### src/rtl/rr_arb2_stage_pkg.sv
// Shared definitions for the two-input round-robin arbiter stage:
// last-grant state encoding and default widths.
package arb_pkg;

  localparam int DEF_DATA_WIDTH = 8;
  localparam int DEF_CNT_WIDTH  = 16;

  // The last granted port is the only arbitration state.
  typedef enum logic {
    LAST_B = 1'b0,
    LAST_A = 1'b1
  } last_gnt_e;

endpackage

### src/rtl/rr_arb2_stage_if.sv
// Handshake bundle for rr_arb2_stage: two producer streams (A, B),
// the steering select and the registered output stream.
// master = producers/consumer side, slave = arbiter side.
interface rr_arb2_stage_if
  import arb_pkg::*;
#(
  parameter int DATA_WIDTH = DEF_DATA_WIDTH
);

  logic                  a_valid;
  logic [DATA_WIDTH-1:0] a_data;
  logic                  a_ready;
  logic                  b_valid;
  logic [DATA_WIDTH-1:0] b_data;
  logic                  b_ready;
  logic                  sel;
  logic                  out_valid;
  logic [DATA_WIDTH-1:0] out_data;
  logic                  out_ready;

  modport master (
    output a_valid, a_data, b_valid, b_data, out_ready,
    input  a_ready, b_ready, sel, out_valid, out_data
  );

  modport slave (
    input  a_valid, a_data, b_valid, b_data, out_ready,
    output a_ready, b_ready, sel, out_valid, out_data
  );

endinterface

### src/rtl/rr_arb2_stage_mux2_1.sv
// Plain 2:1 datapath mux: sel=1 picks a, sel=0 picks b.
module mux2_1 #(
  parameter int WIDTH = 8
) (
  input  logic [WIDTH-1:0] a,
  input  logic [WIDTH-1:0] b,
  input  logic             sel,
  output logic [WIDTH-1:0] y
);

  // Select between the two payloads.
  always_comb begin
    y = sel ? a : b;
  end

endmodule

### src/rtl/rr_arb2_stage.sv
// rr_arb2_stage: two-input round-robin stream arbiter feeding a one-deep
// registered output slot. Under contention the port that did not win last
// time is granted; a lone requester is always granted. The slot may drain
// and refill in the same cycle, giving one word per cycle.
// Optional build macro ARB_GNT_CNT_EN adds saturating per-port grant
// counters (a_gnt_cnt / b_gnt_cnt ports).
module rr_arb2_stage
  import arb_pkg::*;
#(
  parameter int DATA_WIDTH = DEF_DATA_WIDTH,
  parameter int CNT_WIDTH  = DEF_CNT_WIDTH
) (
  input  logic                 clk,
  input  logic                 rst,
  rr_arb2_stage_if.slave       bus
`ifdef ARB_GNT_CNT_EN
  ,
  output logic [CNT_WIDTH-1:0] a_gnt_cnt,
  output logic [CNT_WIDTH-1:0] b_gnt_cnt
`endif
);

  if (CNT_WIDTH < 1) begin : g_bad_cnt_width
    $error("rr_arb2_stage: CNT_WIDTH must be at least 1");
  end

  last_gnt_e             state_q;
  last_gnt_e             state_d;
  logic                  any_valid;
  logic                  gnt_a;
  logic                  gnt_b;
  logic                  space;
  logic                  load;
  logic                  out_valid_q;
  logic [DATA_WIDTH-1:0] out_data_q;
  logic [DATA_WIDTH-1:0] mux_y;

  // Grant decision and handshake outputs; ready is suppressed during reset.
  always_comb begin
    any_valid   = bus.a_valid || bus.b_valid;
    gnt_a       = bus.a_valid && (!bus.b_valid || (state_q == LAST_B));
    gnt_b       = bus.b_valid && !gnt_a;
    space       = !out_valid_q || bus.out_ready;
    load        = space && any_valid && !rst;
    bus.a_ready = load && gnt_a;
    bus.b_ready = load && gnt_b;
    bus.sel     = any_valid ? gnt_a : (state_q == LAST_A);
  end

  // Next last-grant: only a completed load moves the round-robin pointer.
  always_comb begin
    state_d = state_q;
    if (load) begin
      state_d = gnt_a ? LAST_A : LAST_B;
    end
  end

  // Last-grant register; reset leaves B as last so A wins first.
  always_ff @(posedge clk) begin
    if (rst) begin
      state_q <= LAST_B;
    end else begin
      state_q <= state_d;
    end
  end

  mux2_1 #(
    .WIDTH (DATA_WIDTH)
  ) u_mux (
    .a   (bus.a_data),
    .b   (bus.b_data),
    .sel (gnt_a),
    .y   (mux_y)
  );

  // Output slot: load granted word, empty on drain without refill, else hold.
  always_ff @(posedge clk) begin
    if (rst) begin
      out_valid_q <= 1'b0;
      out_data_q  <= '0;
    end else if (load) begin
      out_valid_q <= 1'b1;
      out_data_q  <= mux_y;
    end else if (bus.out_ready) begin
      out_valid_q <= 1'b0;
    end
  end

  // Expose the registered slot.
  always_comb begin
    bus.out_valid = out_valid_q;
    bus.out_data  = out_data_q;
  end

`ifdef ARB_GNT_CNT_EN
  // Saturating grant counters, one step per accepted word.
  always_ff @(posedge clk) begin
    if (rst) begin
      a_gnt_cnt <= '0;
      b_gnt_cnt <= '0;
    end else begin
      if (bus.a_ready && (a_gnt_cnt != '1)) begin
        a_gnt_cnt <= a_gnt_cnt + CNT_WIDTH'(1);
      end
      if (bus.b_ready && (b_gnt_cnt != '1)) begin
        b_gnt_cnt <= b_gnt_cnt + CNT_WIDTH'(1);
      end
    end
  end
`endif

endmodule

### src/flat_wrapper.sv
// flat-port wrapper written by rule: the top's interface ports become plain ports
module rr_arb2_stage_flat import arb_pkg::*;
#(
  parameter int DATA_WIDTH = DEF_DATA_WIDTH,
  parameter int CNT_WIDTH  = DEF_CNT_WIDTH
)
  (clk, rst, bus_a_valid, bus_a_data, bus_b_valid, bus_b_data, bus_out_ready, bus_a_ready, bus_b_ready, bus_sel, bus_out_valid, bus_out_data);
  rr_arb2_stage_if #(.DATA_WIDTH(DATA_WIDTH)) bus_i ();
  input  logic clk;
  input  logic rst;
  input wire logic [$bits(bus_i.a_valid)-1:0] bus_a_valid;
  input wire logic [$bits(bus_i.a_data)-1:0] bus_a_data;
  input wire logic [$bits(bus_i.b_valid)-1:0] bus_b_valid;
  input wire logic [$bits(bus_i.b_data)-1:0] bus_b_data;
  input wire logic [$bits(bus_i.out_ready)-1:0] bus_out_ready;
  output wire logic [$bits(bus_i.a_ready)-1:0] bus_a_ready;
  output wire logic [$bits(bus_i.b_ready)-1:0] bus_b_ready;
  output wire logic [$bits(bus_i.sel)-1:0] bus_sel;
  output wire logic [$bits(bus_i.out_valid)-1:0] bus_out_valid;
  output wire logic [$bits(bus_i.out_data)-1:0] bus_out_data;
  assign bus_i.a_valid = bus_a_valid;
  assign bus_i.a_data = bus_a_data;
  assign bus_i.b_valid = bus_b_valid;
  assign bus_i.b_data = bus_b_data;
  assign bus_i.out_ready = bus_out_ready;
  assign bus_a_ready = bus_i.a_ready;
  assign bus_b_ready = bus_i.b_ready;
  assign bus_sel = bus_i.sel;
  assign bus_out_valid = bus_i.out_valid;
  assign bus_out_data = bus_i.out_data;
  rr_arb2_stage #(.DATA_WIDTH(DATA_WIDTH), .CNT_WIDTH(CNT_WIDTH)) u_core (.clk(clk), .rst(rst), .bus(bus_i));
endmodule
### config.mk
export PLATFORM = sky130hd
export DESIGN_NAME = rr_arb2_stage_flat
export DESIGN_NICKNAME = d
export VERILOG_FILES = /design/src/rtl/rr_arb2_stage_pkg.sv /design/src/rtl/rr_arb2_stage_if.sv /design/src/rtl/rr_arb2_stage_mux2_1.sv /design/src/rtl/rr_arb2_stage.sv /design/src/flat_wrapper.sv
export SDC_FILE = /design/constraint.sdc
export NUM_CORES = 1
export LEC_CHECK = 0
export CAP_MARGIN = 15
export CORE_UTILIZATION = 38
export DETAILED_ROUTE_END_ITERATION = 8
export GPL_TIMING_DRIVEN = 0
export PLACE_DENSITY = 0.89
export SYNTH_ARGS = -nofsm -noshare
export SYNTH_HDL_FRONTEND = slang
export SYNTH_HIERARCHICAL = 1
export SYNTH_SLANG_ARGS = --single-unit
### constraint.sdc
create_clock -name clk -period 1.7 [get_ports clk]
set_clock_uncertainty 0.05 [all_clocks]
set_input_delay 0.34 -clock clk [delete_from_list [all_inputs] [get_ports clk]]
set_output_delay 0.34 -clock clk [all_outputs]
set_load 0.03 [all_outputs]
; After elaboration in Yosys (flattened, before gate mapping)
; Cells that the tools add are included.
[classes]
reduce_logical = 14
div_mod_pow = 0
order_cmp = 0
add_sub_neg = 0
n_mul = 0
bitwise = 1
muxes = 5
eq_ne = 0
n_shift = 0
[op_table]
columns = op, count
row1 = 8-bit 2-to-1 mux, 1
row2 = 1-bit logical AND, 6
row3 = 1-bit logical NOT, 4
row4 = 1-bit 2-to-1 mux, 4
row5 = 1-bit logical OR, 3
row6 = 2-bit nonzero test, 1
row7 = 1-bit inverter, 1
[word_totals]
reg_bits = 10
elab_cells = 23
latchBits = 0
memories = 0
out_inout_bits = 12
in_bits = 21
ram_bits = 0
rom_bits = 0

; Longest topological paths before layout
[depth]
word_depth = 6
mapped_depth = 6
ltp_nobuf = 5

; By module
; The synthesis kept the hierarchy.
[by_module_without_submodules]
columns = module, seq_area_each_um2, cells_per_inst, instances, area_each_um2
row1 = rr_arb2_stage, 200.2, 49, 1, 526.8
row2 = mux2_1, 0.0, 9, 1, 131.4

; Worst setup path after synthesis
; No wires, ideal clock.
[synth_timing]
kind = reg-to-output
startpoint = register u_core.out_valid_q, in the netlist u_core/bus.out_valid
endpoint = output port bus_a_ready
setup_slack_ns = -0.173
t_required_ns = 1.310
stages_incl_launch_ff = 4
t_arrival_ns = 1.483
path_buffers = 1
cell_sequence = dfxtp_1 -> nor2b_1 -> buf_4 -> nor3b_1
[synth_via]
elab_chain_len = 5
[synth_rtl]
columns = element, line_no
row1 = start: declaration, rr_arb2_stage.sv:34  ; logic out_valid_q;
row2 = start signal: assignment, rr_arb2_stage.sv:79  ; out_valid_q <= 1'b0;
row3 = start signal: assignment, rr_arb2_stage.sv:82  ; out_valid_q <= 1'b1;
row4 = start signal: assignment, rr_arb2_stage.sv:85  ; out_valid_q <= 1'b0;
row5 = 1-bit logical NOT, rr_arb2_stage.sv:43  ; space = !out_valid_q || bus.out_ready;
row6 = 1-bit logical OR, rr_arb2_stage.sv:43
row7 = 1-bit logical AND (2 in series), rr_arb2_stage.sv:44  ; load = space && any_valid && !rst;
row8 = 1-bit logical AND, rr_arb2_stage.sv:45  ; bus.a_ready = load && gnt_a;
row9 = end: declaration, flat_wrapper.sv:16  ; output wire logic [$bits(bus_i.a_ready)-1:0] bus_a_ready;
; No other way between the ends.

; Final worst setup path
[layout_timing]
startpoint = input port bus_b_valid
endpoint = output port bus_b_ready
[layout_via]
elab_chain_len = 6
elab_cells_between_ends = 9
cone_classes = reduce/logical: 9
[layout_rtl]
columns = element, line_no
row1 = start: declaration, flat_wrapper.sv:13  ; input wire logic [$bits(bus_i.b_valid)-1:0] bus_b_valid;
row2 = 1-bit logical NOT, rr_arb2_stage.sv:41  ; gnt_a = bus.a_valid && (!bus.b_valid || (state_q == LAST_B));
row3 = 1-bit logical OR, rr_arb2_stage.sv:41
row4 = 1-bit logical AND, rr_arb2_stage.sv:41
row5 = named net u_core.gnt_a, rr_arb2_stage.sv:30  ; logic gnt_a;
row6 = 1-bit logical NOT, rr_arb2_stage.sv:42  ; gnt_b = bus.b_valid && !gnt_a;
row7 = 1-bit logical AND, rr_arb2_stage.sv:42
row8 = 1-bit logical AND, rr_arb2_stage.sv:46  ; bus.b_ready = load && gnt_b;
row9 = end: declaration, flat_wrapper.sv:17  ; output wire logic [$bits(bus_i.b_ready)-1:0] bus_b_ready;
; The timed path passes the listed nets, and every way through them passes these cells.

==> flow_metrics.py <==
metrics = {
    "outcome": {
        "outcome": "finished, violations left",
        "failed_checks": "design-rule violations",
    },
    "cts": {
        "cts_tree": "done",
        "clock-root-buffer": "clkbuf_4",
        "numClockSinks": 10,
        "insertion_delay_ns": 0.26,
        "htree_levels": 1,
        "cts.clk_slew.worst_paths_ns": 0.07,
        "cts_max_path_buffers": 2,
        "cts_buffers": 3,
    },
    "global_routing": {
        "grt_pass1_wl_um": 2550,
        "grt_use_met2_pct": 30.7,
        "antenna_found_initial": 0,
        "gr-usage-met1_pct": 22.6,
        "grt.total_usage_pct": 17.8,
        "grt_overflow_total": 0,
        "gr-max-usage-layer": "met2",
        "grt_pass1_vias": 592,
        "grt_max_degree": 11,
        "grt_use_met3_pct": 1.25,
    },
    "finish": {
        "final_cell_count_no_fill": 112,
        "syn_to_final_growth_pct": 66.2,
        "fin_util_pct": 70.1,
        "antenna_cells": 0,
        "drive_above_1_share_pct": 45.8,
        "layout.nets": 118,
    },
    "place": {
        "dpl.cell_count": 106,
        "gp_congestion": 0.777,
        "dp_hpwl_um": 1080,
        "dp_slack_ns": -0.738,
        "io_buffers": 32,
    },
    "hold_path": {
        "worstHoldStart": "u_core/bus.out_data[5]",
        "hp-class": "reg2reg",
    },
    "power": {
        "peakVddDrop_mv": 0.351,
        "power_density_nw_per_um2": 684,
        "leakage_nw": 0.554,
    },
    "synth": {
        "synth.net_count": 79,
        "synth-seq-cells": 10,
        "synthCells": 58,
        "netlist-cell-type-count": 18,
        "synth_warnings": 6,
        "synth_seq_area_share_pct": 30.4,
        "syn_area_sq_um": 658,
        "synth_area_per_cell_sq_um": 11.3,
    },
    "sta": {
        "maxSlewHeadroom_pct": 78.6,
        "setup_ws_ns": 0.0710,
        "hold_violations": 0,
        "setup_violations": 0,
        "fin_hold_ws_ns": 0.412,
        "fin_setup_tns_ns": 0,
        "period_minus_slack_ns": 1.63,
        "finalCritPeriodShare_pct": 95.8,
        "slew_violations": 0,
        "tightest_slew_ns": 0.320,
        "timing.fmax_mhz": 614,
        "rsz0062_at_grt": "no",
    },
    "worst_setup_path": {
        "crit_required_ns": 1.31,
        "cp.arrival_ns": 1.24,
        "cp-end-kind": "output port",
        "r2r_slack_ns": 0.26,
        "cp_max_fo": 5,
        "crit_start": "bus_b_valid",
        "path_class": "in2out",
        "timing.rr.start": "u_core/state_q",
        "worstSetupStartpointType": "primary input",
    },
    "floorplanning": {
        "start_util_pct": 42.2,
        "io_pins": 33,
        "rows": 14,
        "die_h_um": 43.6,
        "core_sq_um": 1560,
        "die_w_um": 43.6,
        "die_area_sq_um": 1900,
    },
    "detailed_routing": {
        "drtIter0Drc": 7,
        "dr_total_vias": 591,
        "drt-total-wl_um": 1450,
        "wl_per_cell_um": 12.9,
        "vias_per_cell": 5.28,
        "ant_nets": 0,
        "drc_errors": 1,
        "dr.pass1.iters": 6,
    },
    "job": {
        "cap_violations": 0,
    },
}
-- cell type report --
type	instances	area, sq um
timing repair buffer	34	347
sequential	10	201
inverter	1	3.75
multi-input combinational	42	433
buffer	5	52.6
tap	16	20.0
clock buffer	4	36.3
fill	116	465
-- cells in the mapped netlist --
| cell | instances | share of area, % |
|---|---|---|
| dfxtp_1 | 10 | 30 |
| buf_2 | 1 | 0.76 |
| nor3b_1 | 1 | 1.1 |
| nand3b_4 | 1 | 3.0 |
| buf_4 | 2 | 2.3 |
| o21ai_2 | 8 | 11 |
| a21oi_1 | 2 | 1.5 |
| a21oi_2 | 9 | 12 |
| buf_6 | 2 | 3.4 |
| mux2i_1 | 1 | 1.5 |
| mux2_4 | 8 | 18 |
| a311oi_1 | 1 | 1.3 |
| nand3b_1 | 7 | 8.0 |
| nand2b_1 | 1 | 0.95 |
| nor2b_1 | 1 | 0.95 |
| nor4b_2 | 1 | 2.3 |
| inv_1 | 1 | 0.57 |
| nor2_2 | 1 | 0.95 |
-- metrics by stage --
stage / power [W] / area (sq um)
after CTS: 0.000755 / 1070
after floorplan: 0.000430 / 672
final: 0.000747 / 1090
after global placement: 0.000532 / 1010
after detailed placement: 0.000537 / 1010
after global routing: 0.000782 / 1090
-- kinds of logic (layout without fill, tap and decap cells) --
| family | count (synthesis) | in the layout | synth area share (%) |
|---|---|---|---|
| buf+inv | 6 | 44 | 7.03 |
| mux | 9 | 9 | 19.8 |
| flops | 10 | 10 | 30.4 |
| compound gates | 20 | 20 | 25.5 |
| simple gates | 13 | 13 | 17.3 |
-- registers in the layout, summed over array words and instances (netlist names) --
name and flops:
u_core/bus.out_data 8, u_core/bus.out_valid 1, u_core/state_q 1
-- layout by cell type, fill, tap and decap left out, drive strengths merged --
master | Yosys | layout
dlymetal6s2s | 0 | 9
mux2i | 1 | 1
a311oi | 1 | 1
dlygate4sd2 | 0 | 4
a21oi | 11 | 11
clkbuf | 0 | 5
nor2 | 1 | 1
clkdlybuf4s50 | 0 | 16
nand2b | 1 | 1
nand3b | 8 | 8
nor3b | 1 | 1
inv | 1 | 1
mux2 | 8 | 8
dfxtp | 10 | 10
nor4b | 1 | 1
nor2b | 1 | 1
o21ai | 8 | 8
buf | 5 | 9
-- routing by layer --
metal | part of all wire (%) | vias up
met5 | 0 | -
met4 | 0 | 0
met2 | 53 | 29
met1 | 41 | 273
met3 | 5.2 | 0
li1 | - | 289
-- worst max-delay path, cell delays in order --
cell	delay (ns)
dlygate4sd2_1	0.35
a21oi_4	0.11
nor4b_4	0.27
buf_6	0.17
-- repair_timing --
| action | 4_1_cts | 5_1_grt |
|---|---|---|
| hold buffers | 0 | 0 |
| endpoints found under the setup margin | 10 | 11 |
| buffers inserted | 2 | 0 |
| pin swaps | 1 | 1 |
| gates resized for setup | 23 | 11 |
-- where the power goes --
| group | leakage [nW] | switching [W] | internal (W) |
|---|---|---|---|
| clock network | 0.0210 | 0.0000853 | 0.000130 |
| logic | 0.450 | 0.000123 | 0.000142 |
| registers | 0.0832 | 0.0000140 | 0.000254 |
-- worst paths after layout --
kind	endpoint	cells past startpoint
worst min-delay path	u_core/bus.out_data[5]	2
worst max-delay path	bus_b_ready	4
worst min register to register	u_core/bus.out_data[5]	2
worst max register to register	u_core/bus.out_data[0]	6
Note: power is estimated with default switching activity, not from simulation.
